$ cat src/rtl/relay_pkg.sv
`default_nettype none
// ============================================================================
// Module      : relay_pkg
// Description : Shared mode codes, sequencer state encoding and detector
//               constants for the relay timing datapath and its sequencer.
// Revision    : 1.0 - initial release
// ============================================================================
package relay_pkg;

  // Width of the sequencer cycle counter (parameters must be <= 2^21)
  localparam int c_cnt_w = 21;

  // Datapath mode select codes; the datapath ignores IDLE_MODE
  localparam logic [2:0] MASTER    = 3'b000;
  localparam logic [2:0] SLAVE     = 3'b001;
  localparam logic [2:0] DELAY     = 3'b010;
  localparam logic [2:0] IDLE_MODE = 3'b111;

  // Reply preamble pattern, newest sample in the LSB
  localparam logic [3:0] c_preamble   = 4'ha;
  // Divider value on which a sample tick fires
  localparam logic [3:0] c_tick_phase = 4'hc;

  typedef enum logic [2:0] {
    ST_IDLE   = 3'd0,
    ST_MASTER = 3'd1,
    ST_DRAIN  = 3'd2,
    ST_DELAY  = 3'd3,
    ST_SLAVE  = 3'd4
  } state_t;

  // Mode presented to the datapath while in a given state
  function automatic logic [2:0] mode_of(input state_t s);
    logic [2:0] m;
    case (s)
      ST_MASTER: m = MASTER;
      ST_DRAIN:  m = MASTER;
      ST_DELAY:  m = DELAY;
      ST_SLAVE:  m = SLAVE;
      default:   m = IDLE_MODE;
    endcase
    return m;
  endfunction

endpackage
`default_nettype wire

$ cat src/rtl/relay_preamble_det.sv
`default_nettype none
// ============================================================================
// Module      : relay_preamble_det
// Description : Free-running 1-in-16 sample tick generator and 4-bit reply
//               preamble detector on the relay line.
// Revision    : 1.0 - initial release
// ============================================================================
module relay_preamble_det (
  input  logic clk,
  input  logic rst_n,
  input  logic i_clr,
  input  logic i_data,
  output logic o_tick,
  output logic o_match
);
  import relay_pkg::*;

  logic [3:0] r_div;
  logic [3:0] r_sr;
  logic [3:0] w_sr_shift;

  // Free-running sample divider, never cleared except by reset
  always_ff @(posedge clk or negedge rst_n) begin
    if (!rst_n) begin
      r_div <= 4'd0;
    end else begin
      r_div <= r_div + 4'd1;
    end
  end

  assign o_tick     = (r_div == c_tick_phase);
  assign w_sr_shift = {r_sr[2:0], i_data};
  // Match looks at the register including the bit arriving on this tick
  assign o_match    = o_tick && (w_sr_shift == c_preamble);

  // Sample shift register; clear wins over a coincident tick
  always_ff @(posedge clk or negedge rst_n) begin
    if (!rst_n) begin
      r_sr <= 4'd0;
    end else if (i_clr) begin
      r_sr <= 4'd0;
    end else if (o_tick) begin
      r_sr <= w_sr_shift;
    end
  end

endmodule
`default_nettype wire

$ cat src/rtl/relay_sequencer.sv
`default_nettype none
// ============================================================================
// Module      : relay_sequencer
// Description : Owns the datapath mode select and sequences a relay timing
//               measurement (MASTER -> DRAIN -> DELAY) or a SLAVE session.
// Revision    : 1.0 - initial release
// ============================================================================
module relay_sequencer #(
  parameter int unsigned TIMEOUT_CYC    = 1048576,
  parameter int unsigned DRAIN_TICKS    = 2,
  parameter int unsigned DELAY_HOLD_CYC = 524416
) (
  input  logic       ck_1356meg,
  input  logic       reset_n,
  input  logic       start,
  input  logic       slave_en,
  input  logic       abort,
  input  logic       data_in,
  output logic [2:0] mod_type,
  output logic       busy,
  output logic       done,
  output logic       timeout
);
  import relay_pkg::*;

  localparam logic [c_cnt_w-1:0] c_timeout_last = c_cnt_w'(TIMEOUT_CYC - 1);
  localparam logic [c_cnt_w-1:0] c_drain_last   = c_cnt_w'(DRAIN_TICKS - 1);
  localparam logic [c_cnt_w-1:0] c_delay_last   = c_cnt_w'(DELAY_HOLD_CYC - 1);
  localparam logic [c_cnt_w-1:0] c_cnt_max      = '1;

  state_t             r_state;
  state_t             w_state_nxt;
  logic [c_cnt_w-1:0] r_cnt;
  logic [c_cnt_w-1:0] w_cnt_nxt;
  logic [c_cnt_w-1:0] w_cnt_inc;
  logic [c_cnt_w-1:0] r_tcnt;
  logic [c_cnt_w-1:0] w_tcnt_nxt;
  logic               w_done_nxt;
  logic               w_timeout_nxt;
  logic               w_det_clr;
  logic               w_tick;
  logic               w_match;
  logic [2:0]         r_mod;
  logic               r_busy;
  logic               r_done;
  logic               r_timeout;

  relay_preamble_det u_det (
    .clk     (ck_1356meg),
    .rst_n   (reset_n),
    .i_clr   (w_det_clr),
    .i_data  (data_in),
    .o_tick  (w_tick),
    .o_match (w_match)
  );

  // Cycle counter saturates instead of wrapping
  assign w_cnt_inc = (r_cnt == c_cnt_max) ? r_cnt : r_cnt + c_cnt_w'(1);

  // Next-state, counter and output decode; abort overrides everything
  always_comb begin
    w_state_nxt   = r_state;
    w_cnt_nxt     = r_cnt;
    w_tcnt_nxt    = r_tcnt;
    w_done_nxt    = 1'b0;
    w_timeout_nxt = r_timeout;
    w_det_clr     = 1'b0;
    case (r_state)
      ST_IDLE: begin
        if (start) begin
          w_state_nxt   = ST_MASTER;
          w_timeout_nxt = 1'b0;
          w_cnt_nxt     = '0;
          w_det_clr     = 1'b1;
        end else if (slave_en) begin
          w_state_nxt = ST_SLAVE;
        end
      end
      ST_MASTER: begin
        w_cnt_nxt = w_cnt_inc;
        if (w_match) begin
          w_state_nxt = ST_DRAIN;
          w_tcnt_nxt  = '0;
        end else if (r_cnt == c_timeout_last) begin
          w_state_nxt   = ST_IDLE;
          w_timeout_nxt = 1'b1;
        end
      end
      ST_DRAIN: begin
        if (w_tick) begin
          if (r_tcnt == c_drain_last) begin
            w_state_nxt = ST_DELAY;
            w_cnt_nxt   = '0;
          end else begin
            w_tcnt_nxt = r_tcnt + c_cnt_w'(1);
          end
        end
      end
      ST_DELAY: begin
        w_cnt_nxt = w_cnt_inc;
        if (r_cnt == c_delay_last) begin
          w_state_nxt = ST_IDLE;
          w_done_nxt  = 1'b1;
        end
      end
      ST_SLAVE: begin
        if (!slave_en) begin
          w_state_nxt = ST_IDLE;
        end
      end
      default: begin
        w_state_nxt = ST_IDLE;
      end
    endcase
    if (abort && (r_state != ST_IDLE)) begin
      w_state_nxt   = ST_IDLE;
      w_done_nxt    = 1'b0;
      w_timeout_nxt = r_timeout;
    end
  end

  // State, counters and registered outputs
  always_ff @(posedge ck_1356meg or negedge reset_n) begin
    if (!reset_n) begin
      r_state   <= ST_IDLE;
      r_cnt     <= '0;
      r_tcnt    <= '0;
      r_mod     <= IDLE_MODE;
      r_busy    <= 1'b0;
      r_done    <= 1'b0;
      r_timeout <= 1'b0;
    end else begin
      r_state   <= w_state_nxt;
      r_cnt     <= w_cnt_nxt;
      r_tcnt    <= w_tcnt_nxt;
      r_mod     <= mode_of(w_state_nxt);
      r_busy    <= (w_state_nxt != ST_IDLE);
      r_done    <= w_done_nxt;
      r_timeout <= w_timeout_nxt;
    end
  end

  assign mod_type = r_mod;
  assign busy     = r_busy;
  assign done     = r_done;
  assign timeout  = r_timeout;

endmodule
`default_nettype wire

$ cat config.mk
export PLATFORM = sky130hd
export DESIGN_NAME = relay_sequencer
export DESIGN_NICKNAME = d
export VERILOG_FILES = /design/src/rtl/relay_pkg.sv /design/src/rtl/relay_preamble_det.sv /design/src/rtl/relay_sequencer.sv
export SDC_FILE = /design/constraint.sdc
export NUM_CORES = 1
export LEC_CHECK = 0
export CORE_MARGIN = 5
export CORE_UTILIZATION = 49
export DETAILED_ROUTE_END_ITERATION = 7
export GPL_ROUTABILITY_DRIVEN = 0
export GPL_TIMING_DRIVEN = 0
export PLACE_DENSITY_LB_ADDON = 0.1
export SLEW_MARGIN = 20
export SYNTH_ARGS = -nofsm -noshare
export SYNTH_HDL_FRONTEND = slang
export SYNTH_SLANG_ARGS = --single-unit
$ cat constraint.sdc
create_clock -name ck_1356meg -period 2.12 [get_ports ck_1356meg]
set_input_delay 0.424 -clock ck_1356meg [delete_from_list [all_inputs] [get_ports ck_1356meg]]
set_output_delay 0.424 -clock ck_1356meg [all_outputs]
set_load 0.005 [all_outputs]
* Word-level counts from Yosys, hierarchy flattened
Index checks and enable logic that the tools add are counted.
** Word-level totals
- Input port bits :: 6
- Flip-flop bits (word level) :: 58
- Word-level logic and storage cells :: 80
- Output and inout port bits :: 6
** Cells by class
- Add/sub/neg operators :: 3
- Equal/unequal tests :: 22
- Muxes and demuxes :: 31
- Bitwise gates (word level) :: 1
- Reduce and logical (&&, ||, !) cells :: 14
** Operators with widths (count)
- two-way mux 21 bit :: 7
- case mux 21 bit (3 select lines) :: 1
- adder 21 x 1 -> 21 bit, second input constant :: 2
- == test 21 x 20 -> 1 bit, second input constant :: 2
- case mux 21 bit (2 select lines) :: 1
- two-way mux 3 bit :: 11
- == test 21 x 1 -> 1 bit, second input constant :: 1
- == test 21 bit, second input constant :: 1
- case mux 3 bit (5 select lines) :: 1
- == test 3 x 2 -> 1 bit, second input constant :: 4
- inequality test 2 bit, second input constant :: 6
- AND reduction 5 bit :: 2
- case mux 3 bit (3 select lines) :: 1
- nonzero test 3 bit :: 3
- == test 4 bit, second input constant :: 2
- two-way mux 1 bit :: 8
- == test 3 x 1 -> 1 bit, second input constant :: 2
- == test 3 bit, second input constant :: 2
- nonzero test 2 bit :: 3
- adder 4 x 1 -> 4 bit, second input constant :: 1
- inequality test 2 x 1 -> 1 bit, second input constant :: 2
- AND reduction 4 bit :: 1
- OR reduction 2 bit :: 2
- logical NOT 3 bit :: 1
- 3 further kinds :: 4

* Depth between registers and ports, before layout
Gate-level depths: netlist of run 1.
- Word-level depth :: 8
- Gate-level depth with buffers :: 10
- Depth with buffers taken out :: 7

* By module
From an unflattened synthesis of run 1, not the netlist that was laid out.
** Second synthesis, totals
- Cells, all modules :: 351
- Area total of the unflattened synthesis :: 3286.9 um^2
** Modules (own cells, without submodules)
- relay_sequencer :: area each 2971.6 um^2, times used 1, seq. area each 1280.0 um^2, cells each 326
- relay_preamble_det :: area each 315.3 um^2, times used 1, seq. area each 175.2 um^2, cells each 25

* Worst setup path before layout of run 1
No wires, ideal clock.
- Path kind :: reg2reg
- From :: register r_cnt[0]
- To :: register r_state[0]
- Data required time :: 1988 ps
- Clock period less this slack :: 2056 ps
- Path slack :: 64 ps
- Arrival :: 1925 ps
- Setup time :: 132 ps
- Path buffers :: 1
- Cell stages (with the launch flop) :: 8
- Path through :: dfrtp_1 ha_1 nand3_2 or2_1 clkbuf_1 or4_4 a31oi_1 o22ai_1
** On the way
- Longest elaborated chain between the ends :: 5
- Elaborated cells between the ends (all ways) :: 7
- Those cells by class :: eq/ne (2); mux (5)
** RTL lines
- from (decl) :: line relay_sequencer.sv:33 : logic [c_cnt_w-1:0] r_cnt;
- from (signal assigned) :: line relay_sequencer.sv:134 : r_cnt <= w_cnt_nxt;
- == test 21 x 20 -> 1 bit :: line relay_sequencer.sv:84 : end else if (r_cnt == c_timeout_last) begin
- two-way mux 3 bit :: line relay_sequencer.sv:84
- two-way mux 3 bit :: line relay_sequencer.sv:81 : if (w_match) begin
- case mux 3 bit (5 select lines) (*) :: line relay_sequencer.sv:68 : case (r_state)
- two-way mux 3 bit (*) :: line relay_sequencer.sv:115 : if (abort && (r_state != ST_IDLE)) begin
- via w_state_nxt[0] :: line relay_sequencer.sv:32 : state_t w_state_nxt;
- to (signal assigned) :: line relay_sequencer.sv:133 : r_state <= w_state_nxt;
- to (decl) :: line relay_sequencer.sv:31 : state_t r_state;
The timed path passes the listed nets; every way through them passes the cells marked *.
A chain may end at the register's enable or synchronous reset.

* Worst setup path after layout of run 1
- From :: register r_state[2]
- To :: register r_tcnt[13]
** On the way
- Longest elaborated chain between the ends :: 3
- Elaborated cells between the ends (all ways) :: 8
- Those cells by class :: eq/ne (5); mux (1); reduce/logical (2)
** RTL lines
- == test 3 x 1 -> 1 bit or == test 3 x 2 -> 1 bit (tied branches) :: line relay_sequencer.sv:68
- inequality test 2 x 1 -> 1 bit (no line), or another cell as far along
- AND reduction 4 bit (no line)
- to (signal assigned) :: line relay_sequencer.sv:135 : r_tcnt <= w_tcnt_nxt;
- to (decl) :: line relay_sequencer.sv:36 : logic [c_cnt_w-1:0] r_tcnt;
Several ways; a longest one is shown, not always the timed one.

==> results.md, run 1 <==
* Number of buffers inserted during clock tree synthesis at 9
* Most common cell type on the critical path: sky130_fd_sc_hd__a211oi_4
* Maximum number of buffers from clock root to sink at 2
* Final nets at 418
* Biggest area consumer among synthesized cells: sky130_fd_sc_hd__dfrtp_1
* Final Skew at 0.007620 ns
* Top-area cell type share of the netlist area at 0.4137
* Number of failing hold endpoints at the final stage at 0
* TritonCTS clock tree: built
* Final Power at 0.003271 W
* Core Area at 6719 um^2
* Total power divided by cell area at 776.3 nW/um^2
* Syn Area/Cell at 9.065 um^2
* Clock insertion delay at the later pin of the skew report at 0.35 ns
* Flip-flop and latch count after synthesis at 58
* Number of detailed-routing iterations run before antenna repair at 4
* WP data required at 2.34 ns
* Net count after synthesis at 378
* Pin count of the biggest net entering global routing at 33
* Number of max-cap violations at 0
* Critical path arrival at 2.35 ns
* Number of flops mapped to enable cells by yosys at 0
* Most frequent standard cell in the layout excluding fill and tap cells: sky130_fd_sc_hd__dfrtp_1
* # setup viols final at 1
* Commonest cells after routing, fill and taps aside: sky130_fd_sc_hd__dfrtp_1 (50), sky130_fd_sc_hd__nand2_1 (29), sky130_fd_sc_hd__a21oi_1 (24), sky130_fd_sc_hd__buf_4 (21), sky130_fd_sc_hd__or3_1 (17)
* Antenna violations before repair at 0
* Average wire length per cell after detail routing at 17.50 um
* Number of port buffers at 11
* Area of all placed cells without fillers at 4214 um^2
* Failing checks: setup timing
* Peak VDD IR at 560.7 uV
* Final critical-path required period at 2.138 ns
* Number of standard-cell rows in the floorplan at 30
* DRT Wirelength at 8612 um
* PnR worst setup slack at -0.01846 ns
* Die Y-Extent at 92.40 um
* Category of the critical setup timing path: reg -> reg
* Main synth FF type: sky130_fd_sc_hd__dfrtp_1
* Share of layout cells above drive strength 1 at 0.2670
* Outcome: finished with violations
* Crit path max fanout at 10
* Detailed placement HPWL at 5621 um
* Slew Limit Headroom at 0.5877
* Cells after Synth at 367
* Kind of start point of the critical path: flop
* Ys async rst share at 1.000
* Min-delay worst type: reg -> reg
* Final core area utilization at 0.6272
* Effective utilization at floorplan at 0.4952
* Sequential element share of the synthesized area at 0.4374
* Horizontal die dimension at 92.40 um
* Critical path cell sequence: buf_6, or3b_4, a211oi_4, a211oi_4, buf_4, o31ai_1, a21oi_2
* Final number of max-transition violations at 0
* Vias in the first global route at 2922
* Achievable Freq at 0.4676 GHz
* Total DRC errors in the routed layout at 0
* Slew at the pin with the worst max-slew slack at 0.6133 ns
* CP peak stage delay at 0.43 ns
* Growth of design area from synthesis to finish at 26.66%
* Period utilisation layout at 1.009
* RSZ-0062 raised after global routing: yes
* Library cell contributing the largest single delay on the critical path: sky130_fd_sc_hd__or3b_4
* DR vias/cell at 6.230
* GRT Total Usage at 0.2096
* Sinks on the clock net at 58
* Setup WS pre-CTS at -0.4598 ns
* Standby leakage power at 1.616 nW
* Kind of capture point of the worst setup path: flop
* Setup total negative slack at -0.01846 ns
* DRT iter0 DRCs at 154
* Syn Std Cell Area at 3327 um^2
* Top post-synthesis cells by area: sky130_fd_sc_hd__dfrtp_1 (41%), sky130_fd_sc_hd__a21oi_1 (4.4%), sky130_fd_sc_hd__or3_1 (3.9%)
* Root Driver: sky130_fd_sc_hd__clkbuf_8
* Count of boundary I/O pins at 12
* Synth unique cells at 59
* Count of yosys warnings during synthesis at 0
* Die footprint at 8538 um^2
* Post-route ant nets at 0
* Diodes inserted at 0
* Total via count in the routed design at 3065
* H-tree levels at 3
* Global-route wire length before repair at 14200 um
* CTS clk-pin slew, worst paths at 0.07 ns
* Aggregate global routing overflow at 0
* Area after detailed placement at 3555 um^2
## stage by stage
| step | hold WS [ns] | std cells |
|---|---|---|
| floorplan | 0.1284 | 367 |
| global placement | 0.4657 | 458 |
| detailed placement | 0.3638 | 459 |
| CTS | 0.4852 | 480 |
| global route | 0.4723 | 492 |
| finish | 0.4520 | 492 |
## path summary, 6_finish.rpt
check	cells past startpoint	to	from	slack, ns
max reg2reg	7	r_tcnt[13]$_DFFE_PN0P_	r_state[2]$_DFF_PN0_	-0.02
max	7	r_tcnt[13]$_DFFE_PN0P_	r_state[2]$_DFF_PN0_	-0.02
max in group asynchronous	3	r_tcnt[0]$_DFFE_PN0P_	reset_n	1.09
min reg2reg	1	u_det.r_div[0]$_DFF_PN0_	u_det.r_div[0]$_DFF_PN0_	0.45
min in group asynchronous	2	u_det.r_sr[2]$_DFFE_PN0P_	reset_n	0.54
min	1	u_det.r_div[0]$_DFF_PN0_	u_det.r_div[0]$_DFF_PN0_	0.45
## state kept, by name (all words and copies together), names as in the netlist
name	count
r_cnt	21
r_tcnt	21
u_det.r_div	4
mod_type	3
r_state	3
u_det.r_sr	3
busy	1
done	1
timeout	1
## timing repair
action	CTS	global route
endpoints found under the hold margin	15	0
setup buffers	4	11
gates cloned	1	2
endpoints found under the setup margin	44	44
hold buffers	1	0
gates resized for setup	25	52
pin swaps	2	36
## cell families (layout without fill, tap and decap cells)
kind of cell	count (synthesis)	count (layout)	share of synthesized area
simple gates	154	154	0.2719
xor+xnor	3	3	0.007899
buf+inv	34	78	0.04852
flops	58	58	0.4374
compound gates	113	114	0.2155
fa+ha+maj	5	5	0.01880
## power by group
group,internal [W],total [W],leakage [nW],switching (W)
clock network,0.000515,0.000989,0.0944,0.000473
logic,0.000408,0.000909,0.765,0.000502
registers,0.00124,0.00137,0.757,0.000129
## synth_stat cells (2+ instances only)
master / n
sky130_fd_sc_hd__a211oi_2: 2
sky130_fd_sc_hd__a21o_1: 4
sky130_fd_sc_hd__a21oi_1: 29
sky130_fd_sc_hd__a31oi_1: 17
sky130_fd_sc_hd__a41oi_1: 2
sky130_fd_sc_hd__and2_1: 3
sky130_fd_sc_hd__and3_1: 6
sky130_fd_sc_hd__and4_1: 5
sky130_fd_sc_hd__buf_2: 6
sky130_fd_sc_hd__buf_6: 3
sky130_fd_sc_hd__clkbuf_1: 11
sky130_fd_sc_hd__dfrtp_1: 55
sky130_fd_sc_hd__dfstp_2: 3
sky130_fd_sc_hd__ha_1: 5
sky130_fd_sc_hd__inv_1: 13
sky130_fd_sc_hd__nand2_1: 31
sky130_fd_sc_hd__nand2b_1: 2
sky130_fd_sc_hd__nand3_1: 18
sky130_fd_sc_hd__nand3_2: 2
sky130_fd_sc_hd__nand4_1: 12
sky130_fd_sc_hd__nor2_1: 14
sky130_fd_sc_hd__nor3_1: 11
sky130_fd_sc_hd__nor4_1: 8
sky130_fd_sc_hd__nor4_2: 2
sky130_fd_sc_hd__o211ai_1: 2
sky130_fd_sc_hd__o21ai_0: 13
sky130_fd_sc_hd__o21ai_1: 13
sky130_fd_sc_hd__o22ai_1: 5
sky130_fd_sc_hd__o311ai_0: 7
sky130_fd_sc_hd__o31ai_1: 8
sky130_fd_sc_hd__or2_2: 2
sky130_fd_sc_hd__or3_1: 21
sky130_fd_sc_hd__or4_1: 5
sky130_fd_sc_hd__xor2_1: 2
## final cells by class
type | instances | area, um^2
timing repair buffer | 30 | 286.5
clock buffer | 12 | 165.2
clock inverter | 4 | 25.02
tap | 80 | 100.1
inverter | 13 | 48.80
multi-input combinational | 276 | 1992
fill | 562 | 2505
buffer | 19 | 135.1
sequential | 58 | 1461
## metal layers
layer	vias to the layer above	global-route usage	wire length, um
met5	-	0	0
met4	0	0.09653	129
met3	11	0.03493	278
met2	54	0.3366	4180
met1	1504	0.2762	4023
li1	1496	-	-
## worst max-delay path, delay by kind of cell (launching register included)
kind	cells	cell delay, ns
AO/OA/AOI/OAI	4	0.84
AND/OR/NAND/NOR	1	0.43
flip-flops	1	0.40
buffers and inverters	2	0.33
Note: power is estimated with default switching activity, not from simulation.
==> inputs of run 2 (changes only) <==
--- a/config.mk
+++ b/config.mk
@@ -10,6 +10,7 @@
 export DETAILED_ROUTE_END_ITERATION = 7
 export GPL_ROUTABILITY_DRIVEN = 0
 export GPL_TIMING_DRIVEN = 0
+export HOLD_SLACK_MARGIN = 0.15
 export PLACE_DENSITY_LB_ADDON = 0.1
 export SLEW_MARGIN = 20
 export SYNTH_ARGS = -nofsm -noshare
==> results of run 2 <==
Same layout as run 1: the final DEF is identical, and so are final timing and power.
